## config.mk

```make
export PLATFORM = sky130hd
export DESIGN_NAME = serv_ram_bridge_flat
export DESIGN_NICKNAME = d
export VERILOG_FILES = /design/src/rtl/serv_ram_pkg.sv /design/src/rtl/serv_ram_bridge_if.sv /design/src/rtl/serv_ram_bridge.sv /design/src/flat_wrapper.sv
export SDC_FILE = /design/constraint.sdc
export NUM_CORES = 1
export LEC_CHECK = 0
export CORE_ASPECT_RATIO = 0.6
export CORE_MARGIN = 4
export CORE_UTILIZATION = 17
export CTS_CLUSTER_SIZE = 14
export DETAILED_ROUTE_END_ITERATION = 8
export PLACE_DENSITY = 0.8
export SLEW_MARGIN = 15
export SYNTH_ARGS = -nofsm -noshare
export SYNTH_HDL_FRONTEND = slang
export SYNTH_SLANG_ARGS = --single-unit
```

## constraint.sdc

```tcl
create_clock -name clk -period 1.4 [get_ports clk]
set_input_delay 0.28 -clock clk [delete_from_list [all_inputs] [get_ports clk]]
set_output_delay 0.28 -clock clk [all_outputs]
set_load 0.02 [all_outputs]
```

## src/rtl/serv_ram_pkg.sv

```systemverilog
// Shared definitions for the SERV <-> RAM32 bridge: FSM encoding, default
// RAM depth and the address range helper.
package serv_ram_pkg;

    localparam int DEFAULT_AW = 5;

    typedef enum logic [1:0] {
        ST_IDLE   = 2'd0,
        ST_RESP_I = 2'd1,
        ST_RESP_D = 2'd2
    } state_e;

    // An address is usable only if every bit above the word index is zero.
    function automatic logic in_range(input logic [31:0] adr, input int aw);
        return (adr >> (aw + 2)) == 32'd0;
    endfunction

endpackage

```

## src/rtl/serv_ram_bridge_if.sv

```systemverilog
// SERV instruction and data bus bundle; master = CPU side, slave = bridge side.
interface serv_ram_bridge_if;

    logic        ibus_cyc;
    logic [31:0] ibus_adr;
    logic [31:0] ibus_rdt;
    logic        ibus_ack;

    logic        dbus_cyc;
    logic [31:0] dbus_adr;
    logic        dbus_we;
    logic [31:0] dbus_dat;
    logic [3:0]  dbus_sel;
    logic [31:0] dbus_rdt;
    logic        dbus_ack;

    modport master (
        output ibus_cyc, ibus_adr,
        input  ibus_rdt, ibus_ack,
        output dbus_cyc, dbus_adr, dbus_we, dbus_dat, dbus_sel,
        input  dbus_rdt, dbus_ack
    );

    modport slave (
        input  ibus_cyc, ibus_adr,
        output ibus_rdt, ibus_ack,
        input  dbus_cyc, dbus_adr, dbus_we, dbus_dat, dbus_sel,
        output dbus_rdt, dbus_ack
    );

endinterface

```

## src/rtl/serv_ram_bridge.sv

```systemverilog
// Arbitrates SERV ibus/dbus onto a single-port RAM32 macro with a registered
// read port; every access takes one grant cycle plus one response cycle.
module serv_ram_bridge
    import serv_ram_pkg::*;
#(
    parameter int AW = DEFAULT_AW
) (
    input  logic              clk,
    input  logic              rst_n,
    serv_ram_bridge_if.slave  bus,
    output logic              ram_en,
    output logic [AW-1:0]     ram_a,
    output logic [3:0]        ram_we,
    output logic [31:0]       ram_di,
    input  logic [31:0]       ram_do,
    output logic              err
);

    state_e      state_q, state_d;
    logic        dwe_q, dwe_d;
    logic        oor_q, oor_d;
    logic        err_q, err_d;

    logic        grant_dbus;
    logic        grant_ibus;
    logic        adr_ok;
    logic [31:0] sel_adr;
    logic        ibus_ack_w;
    logic        dbus_ack_w;

    // Byte-offset bits carry no meaning for a word-wide RAM.
    logic unused_adr_bits;
    assign unused_adr_bits = ^{bus.ibus_adr[1:0], bus.dbus_adr[1:0]};

    always_comb begin
        grant_dbus = rst_n && (state_q == ST_IDLE) && bus.dbus_cyc;
        grant_ibus = rst_n && (state_q == ST_IDLE) && !bus.dbus_cyc && bus.ibus_cyc;
        sel_adr    = grant_dbus ? bus.dbus_adr : bus.ibus_adr;
        adr_ok     = in_range(sel_adr, AW);

        state_d = state_q;
        dwe_d   = dwe_q;
        oor_d   = oor_q;
        err_d   = err_q;

        if (!rst_n) begin
            state_d = ST_IDLE;
            dwe_d   = 1'b0;
            oor_d   = 1'b0;
            err_d   = 1'b0;
        end else begin
            case (state_q)
                ST_IDLE: begin
                    if (grant_dbus) begin
                        state_d = ST_RESP_D;
                        dwe_d   = bus.dbus_we;
                        oor_d   = !adr_ok;
                    end else if (grant_ibus) begin
                        state_d = ST_RESP_I;
                        dwe_d   = 1'b0;
                        oor_d   = !adr_ok;
                    end
                    if ((grant_dbus || grant_ibus) && !adr_ok) begin
                        err_d = 1'b1;
                    end
                end
                default: state_d = ST_IDLE;
            endcase
        end
    end

    // RAM strobes are driven straight from the grant so the macro samples
    // them at the end of the grant cycle; out-of-range accesses never reach it.
    always_comb begin
        ram_en = (grant_dbus || grant_ibus) && adr_ok;
        ram_a  = sel_adr[AW+1:2];
        ram_we = (grant_dbus && bus.dbus_we && adr_ok) ? bus.dbus_sel : 4'b0000;
        ram_di = (grant_dbus && bus.dbus_we) ? bus.dbus_dat : 32'd0;
    end

    always_comb begin
        ibus_ack_w   = rst_n && (state_q == ST_RESP_I);
        dbus_ack_w   = rst_n && (state_q == ST_RESP_D);
        bus.ibus_ack = ibus_ack_w;
        bus.dbus_ack = dbus_ack_w;
        bus.ibus_rdt = (ibus_ack_w && !oor_q) ? ram_do : 32'd0;
        bus.dbus_rdt = (dbus_ack_w && !oor_q && !dwe_q) ? ram_do : 32'd0;
        err          = err_q;
    end

    always_ff @(posedge clk) begin
        state_q <= state_d;
        dwe_q   <= dwe_d;
        oor_q   <= oor_d;
        err_q   <= err_d;
    end

endmodule

```

## src/flat_wrapper.sv

```systemverilog
// flat-port wrapper written by rule: the top's interface ports become plain ports
module serv_ram_bridge_flat import serv_ram_pkg::*;
#(
    parameter int AW = DEFAULT_AW
)
  (clk, rst_n, ram_en, ram_a, ram_we, ram_di, ram_do, err, bus_ibus_cyc, bus_ibus_adr, bus_ibus_rdt, bus_ibus_ack, bus_dbus_cyc, bus_dbus_adr, bus_dbus_we, bus_dbus_dat, bus_dbus_sel, bus_dbus_rdt, bus_dbus_ack);
  serv_ram_bridge_if bus_i ();
  input  logic clk;
  input  logic rst_n;
  output logic ram_en;
  output logic [AW-1:0] ram_a;
  output logic [3:0] ram_we;
  output logic [31:0] ram_di;
  input  logic [31:0] ram_do;
  output logic err;
  input wire logic [$bits(bus_i.ibus_cyc)-1:0] bus_ibus_cyc;
  input wire logic [$bits(bus_i.ibus_adr)-1:0] bus_ibus_adr;
  output wire logic [$bits(bus_i.ibus_rdt)-1:0] bus_ibus_rdt;
  output wire logic [$bits(bus_i.ibus_ack)-1:0] bus_ibus_ack;
  input wire logic [$bits(bus_i.dbus_cyc)-1:0] bus_dbus_cyc;
  input wire logic [$bits(bus_i.dbus_adr)-1:0] bus_dbus_adr;
  input wire logic [$bits(bus_i.dbus_we)-1:0] bus_dbus_we;
  input wire logic [$bits(bus_i.dbus_dat)-1:0] bus_dbus_dat;
  input wire logic [$bits(bus_i.dbus_sel)-1:0] bus_dbus_sel;
  output wire logic [$bits(bus_i.dbus_rdt)-1:0] bus_dbus_rdt;
  output wire logic [$bits(bus_i.dbus_ack)-1:0] bus_dbus_ack;
  assign bus_i.ibus_cyc = bus_ibus_cyc;
  assign bus_i.ibus_adr = bus_ibus_adr;
  assign bus_ibus_rdt = bus_i.ibus_rdt;
  assign bus_ibus_ack = bus_i.ibus_ack;
  assign bus_i.dbus_cyc = bus_dbus_cyc;
  assign bus_i.dbus_adr = bus_dbus_adr;
  assign bus_i.dbus_we = bus_dbus_we;
  assign bus_i.dbus_dat = bus_dbus_dat;
  assign bus_i.dbus_sel = bus_dbus_sel;
  assign bus_dbus_rdt = bus_i.dbus_rdt;
  assign bus_dbus_ack = bus_i.dbus_ack;
  serv_ram_bridge #(.AW(AW)) u_core (.clk(clk), .rst_n(rst_n), .bus(bus_i), .ram_en(ram_en), .ram_a(ram_a), .ram_we(ram_we), .ram_di(ram_di), .ram_do(ram_do), .err(err));
endmodule
```

==> metrics.cfg, run 1 <==
[sta]
skew_ns=0.001070
setup_violations=108
finalCritPeriodShare_pct=142.6
rsz0062_at_grt=true
hold_viol_final=0
slew_headroom_pct=78.07
max_slew.worst_pin.slew_ns=0.3265
layout_setup_ws_ns=-0.5968
maxSlewViolCount=0
fmax_mhz=500.8
post-route-min-period_ns=1.997

[clock_network]
holdBufCountCts=0
clockBufferDepth=2
clock_latency_ns=0.22
clk_pin_slew_ns=0.03
cts_root_buf=clkbuf_16
htree_levels=1
cts_sinks=5
cts_tree=built
cts_buffers=3

[power_and_ir_drop]
switching_share_pct=28.66
total_leakage_power_uw=0.002182
internal-power_uw=1150
totalPowerFinal_uw=1612
power_frac_seq_pct=10.2
power_density_nw_per_um2=341.7
p_comb_share_pct=61.0
clock_power_share_pct=28.8
p_switching_uw=462.0
peakVddDrop_uv=420.2

[worst_setup_path]
crit_type=flop to primary output
cp_slowest_cell=nor4_4
path_cells=nand4bb_1, buf_6, buf_6, nor4_4, and2_4, buf_6
crit_family=simple AND/OR/NAND/NOR gates
cp_max_fo=4
crit_top_cell=buf_6
critPathArrivalTime_ns=1.72
rrSetupSlack_ns=-0.46
crit_path_max_incr_delay_ns=0.35
cp_num_buf_inv=3
crit_path_start_kind=flop
setup.worst_path.end_class=primary output
required_ns=1.12

[placement]
gp_congestion=0.7810
hpwl_um=6620
port_buffers=241

[floorplanning]
dieArea_um2=8154
coreArea_um2=6331
initial_utilization_pct=18.08
die_y_um=71.57
ioPinCount=246
rows=22
die_x_um=113.9

[route]
routed-via-count=2384
detail-route-antenna-nets=0
post-route-drc-count=0
routed_wl_um=9060
drt_iter0_drc=40
first_pass_iters=4
drt-wirelength-per-cell_um=16.90
viasPerCell=4.448

[logic_synthesis]
avgSynthCellArea_um2=6.580
syn_inst=174
yosysSeqAreaShare_pct=8.743
syn_nets=311
syn_area_um2=1145
ys_warn_count=0
synth_cell_types=27
synth_seq_cells=5

[global_routing]
grt_pass1_vias=2502
gr-usage-all-layers_pct=19.50
antenna_found_initial=0
grt_max_degree=33
grt_pass1_wl_um=12930
overflow=0

[cells_and_area]
syn_to_final_growth_pct=312.1
antenna_cells=0
drive_above_1_share_pct=64.16
nets=590
fin_util_pct=74.53

[min_path]
hold_class=flop to flop

[status]
outcome=complete, but fails checks
violations=negative setup slack

[job]
drv_cap=0

-- metrics by stage --
stage | setup TNS [ns] | instances | setup slack (ns) | hold WS [ns] | instance area [µm²]
after global placement | -107.76 | 502 | -1.174 | 0.4919 | 3985
after detailed placement | -112.95 | 502 | -1.241 | 0.4961 | 3985
after global routing | -51.67 | 536 | -0.6642 | 0.5347 | 4718
after CTS | -48.99 | 538 | -0.6071 | 0.5005 | 4557
after floorplan | -4.020 | 174 | -0.1001 | 0.4183 | 1390
final | -46.58 | 536 | -0.5968 | 0.5028 | 4718
-- cell families (layout without fill, tap and decap cells) --
kind of cell | count (synthesis) | count (layout) | share of synthesized area, %
buffers and inverters | 16 | 294 | 6.885
AND/OR/NAND/NOR | 145 | 145 | 79.78
AO/OA/AOI/OAI | 7 | 7 | 3.717
multiplexers | 1 | 1 | 0.8744
flip-flops | 5 | 5 | 8.744
-- synth_stat cells (all sizes together) --
master | n | share of area, %
o21ai | 2 | 0.87
buf | 3 | 2.3
nor3 | 2 | 0.87
and4b | 1 | 0.87
dfxtp | 5 | 8.7
o211a | 1 | 0.87
nand2 | 18 | 5.9
and3 | 33 | 18
mux2i | 1 | 0.87
clkbuf | 11 | 3.7
and2 | 68 | 37
and2b | 1 | 0.66
nand4bb | 1 | 0.98
nor2 | 4 | 1.3
nor4 | 12 | 9.7
o22ai | 1 | 0.55
a21oi | 2 | 0.87
and3b | 1 | 0.77
a31oi | 1 | 0.55
inv | 2 | 0.87
nand4 | 4 | 3.5
-- worst reg2reg max path: cells and delay by family (launching register included) --
family / cells / cell delay, ns
AO/OA/AOI/OAI: 2 / 0.22
flip-flops: 1 / 0.34
buffers and inverters: 7 / 0.90
AND/OR/NAND/NOR: 2 / 0.29
-- layout make-up --
type / count / area, µm²
timing repair buffer: 288 / 3009
fill: 456 / 1613
multi-input combinational: 153 / 1408
tap: 84 / 105.1
sequential: 5 / 102.6
clock buffer: 4 / 78.83
inverter: 2 / 15.01
-- repair_timing --
action / CTS / global route
pin swaps: 22 / 68
gates cloned: 8 / 1
endpoints found under the setup margin: 111 / 110
setup buffers: 25 / 8
resized for setup: 694 / 90
-- power groups by stage --
stage          registers (µW)  logic [µW]  clock network [µW]
2_1_floorplan             165         251                   0
3_3_place_gp              166         827                   0
3_5_place_dp              166         839                   0
4_1_cts                   165         940                 470
5_1_grt                   166        1030                 481
6_report                  165         983                 464
-- per-layer routing --
layer	global-route usage, %	routed length [µm]
met1	20.70	3211
met5	0	0
met3	4.051	768
met2	40.01	4944
met4	3.030	135
-- cells in the final DEF, fill, tap and decap left out, types with 6 or more instances in the layout --
master           netlist  routed
and2_4                 0      68
and3_4                 0      27
buf_4                  2      40
buf_6                  1     105
clkdlybuf4s15_1        0       6
clkdlybuf4s50_1        0     101
dlygate4sd2_1          0      22
nand2_1               18      11
nand2_2                0       7
nor4_4                 2       6
-- path summary, 6_finish.rpt --
| path | startpoint | endpoint | cells after the start |
|---|---|---|---|
| hold reg to reg | u_core.dwe_q$_SDFFE_PN0P_ | u_core.dwe_q$_SDFFE_PN0P_ | 2 |
| setup reg to reg | u_core.state_q[1]$_SDFFE_PP0N_ | u_core.err$_SDFFE_PN0P_ | 11 |
| setup / recovery | u_core.state_q[1]$_SDFFE_PP0N_ | ram_we[0] | 6 |
| hold / removal | u_core.dwe_q$_SDFFE_PN0P_ | u_core.dwe_q$_SDFFE_PN0P_ | 2 |
-- state kept, by name, indices dropped and copies added (netlist names) --
name and count:
u_core.state_q 2, u_core.dwe_q 1, u_core.err 1, u_core.oor_q 1
Note: power is estimated with default switching activity, not from simulation.
==> run 2, diff against run 1 <==
==> constraint.sdc (replaced) <==
create_clock -name clk -period 1.4 [get_ports clk]
set_input_delay 0.21 -clock clk [delete_from_list [all_inputs] [get_ports clk]]
set_output_delay 0.21 -clock clk [all_outputs]
set_load 0.02 [all_outputs]
==> run 2 against run 1 <==
The flow still finishes with violations (negative setup slack). Combinational power decreased by 0.4%. Critical path depth is 2 higher. First-iteration DRC count shrank 10%. Via count grew 1.5%. Register-to-register slack is essentially flat. Highest routed layer unchanged.
==> metrics.cfg, run 2 (synthesis results as in run 1) <==
[route]
drt_iter0_drc=36
first_pass_iters=4
post-route-drc-count=0
viasPerCell=4.463
detail-route-antenna-nets=0
routed_wl_um=9944
drt-wirelength-per-cell_um=18.35
routed-via-count=2419

[clock_network]
clock_latency_ns=0.23
cts_sinks=5
cts_buffers=3
cts_root_buf=clkbuf_16
cts_tree=built
clockBufferDepth=2
clk_pin_slew_ns=0.03
htree_levels=1

[worst_setup_path]
required_ns=1.19
cp_slowest_cell=clkdlybuf4s50_1
crit_top_cell=buf_4
crit_family=buffers and inverters
setup.worst_path.end_class=primary output
cp_num_buf_inv=4
critPathArrivalTime_ns=1.77
path_cells=clkdlybuf4s50_1, nor3_2, buf_4, nand4_4, nor4_4, buf_4, and2_4, buf_6
crit_type=input port to primary output
rr_worst_depth=11
crit_path_max_incr_delay_ns=0.44
cp_max_fo=3
rr_endpoint=u_core.oor_q$_SDFFE_PN0P_
rrSetupSlack_ns=-0.46
worst-path-stages=8
crit_path_start_kind=input port
r2r-start=u_core.state_q[1]$_SDFFE_PP0N_

[floorplanning]
die_x_um=113.9
die_y_um=71.57
ioPinCount=246
rows=22
initial_utilization_pct=18.08
dieArea_um2=8154
coreArea_um2=6331

[global_routing]
antenna_found_initial=0
gr-usage-all-layers_pct=22.26
grt_pass1_wl_um=14260
grt_pass1_vias=2593
overflow=0
grt_max_degree=33

[min_path]
worst_hold_path.endpoint=u_core.dwe_q$_SDFFE_PN0P_
min_path_cells=2
min_from=u_core.dwe_q$_SDFFE_PN0P_
hold_class=flop to flop

[power_and_ir_drop]
totalPowerFinal_uw=1607
power_density_nw_per_um2=342.6
total_leakage_power_uw=0.002232
peakVddDrop_uv=298.4

[cells_and_area]
final_common_cell=clkdlybuf4s50_1
n_fill_cell=474
antenna_cells=0
top_register=u_core.state_q
largest_reg_flops=2
fin_util_pct=74.07
nets=596
drive_above_1_share_pct=62.88
final_cell_mix=clkdlybuf4s50_1, buf_6, and2_4
syn_to_final_growth_pct=309.6

[status]
violations=negative setup slack
outcome=complete, but fails checks

[sta]
finalCritPeriodShare_pct=141.7
skew_ns=0.0003810
fmax_mhz=504.3
max_slew.worst_pin.slew_ns=0.3045
setup_violations=109
layout_setup_ws_ns=-0.5831
maxSlewViolCount=0
post-route-min-period_ns=1.983
rsz0062_at_grt=true
hold_viol_final=0
slew_headroom_pct=79.70

[placement]
port_buffers=241
dp_slack_ns=-1.174
hpwl_um=7127
gp_congestion=0.8726

[job]
drv_cap=0

==> run 2: cell types whose count changed in the layout (fill, tap and decap cells not counted), sizes merged <==
| cell | before | now |
|---|---|---|
| buf | 153 | 160 |
| clkbuf | 10 | 5 |
| clkdlybuf4s15 | 6 | 2 |
| clkdlybuf4s50 | 101 | 107 |
| dlygate4sd2 | 22 | 23 |
| dlymetal6s2s | 0 | 1 |
==> run 2: what timing repair did <==
item,CTS,global route
buffers inserted,18,11
gates resized for setup,723,49
setup endpoints to repair,111,108
pin swaps,36,31
gates cloned,7,0
hold buffers,0,0
==> run 2: layout make-up <==
| type | count | area [µm²] | share of cell area, % |
|---|---|---|---|
| multi-input cells | 153 | 1350 | 28.79 |
| flip-flops and latches | 5 | 102.6 | 2.188 |
| well taps | 84 | 105.1 | 2.241 |
| repair buffers | 294 | 3038 | 64.78 |
| clock buffers | 4 | 78.83 | 1.681 |
| inverters | 2 | 15.01 | 0.3202 |
==> run 2: worst min-delay path: stages (launching register included) <==
cell     delay [ns]
dfxtp_1        0.33
nand2_1        0.08
o22ai_1        0.06
==> run 2: how the worst max path moves through the flow <==
stage,startpoint,to,slack [ns]
finish,bus_dbus_adr[23],ram_we[3],-0.58
global route,bus_dbus_adr[23],ram_we[3],-0.65
CTS,u_core.state_q[1]$_SDFFE_PP0N_,ram_we[3],-0.60
detailed placement,bus_dbus_adr[7],ram_we[0],-1.17
global placement,bus_dbus_adr[10],ram_we[0],-1.14
floorplan,u_core.state_q[0]$_SDFFE_PP0P_,ram_we[0],-0.03
==> run 2: per-stage QoR <==
stage | instances | setup TNS [ns] | hold slack, ns | instance area, µm²
after global routing | 542 | -44.61 | 0.5434 | 4690
final | 542 | -39.69 | 0.5166 | 4690
after CTS | 534 | -41.22 | 0.4934 | 4481
after floorplan | 174 | -0.2548 | 0.3483 | 1294
after global placement | 506 | -95.71 | 0.4844 | 3918
after detailed placement | 506 | -100.47 | 0.4888 | 3918
==> run 2: layer usage <==
metal  up-vias  global-route usage [%]  share of wire (%)
met1      1133                   26.20                 38
met5         -                       0                  0
li1       1166                       -                  -
met3        16                   6.160                7.2
met4         0                   5.534                1.6
met2       104                   40.14                 53
==> run 2: where the power goes <==
group          internal, µW  leakage [µW]  switching [µW]  total (µW)
combinational           612       0.00215             367         979
clock                   377     0.0000382            88.1         465
sequential              154     0.0000421            8.46         163
total                  1140       0.00223             464        1610
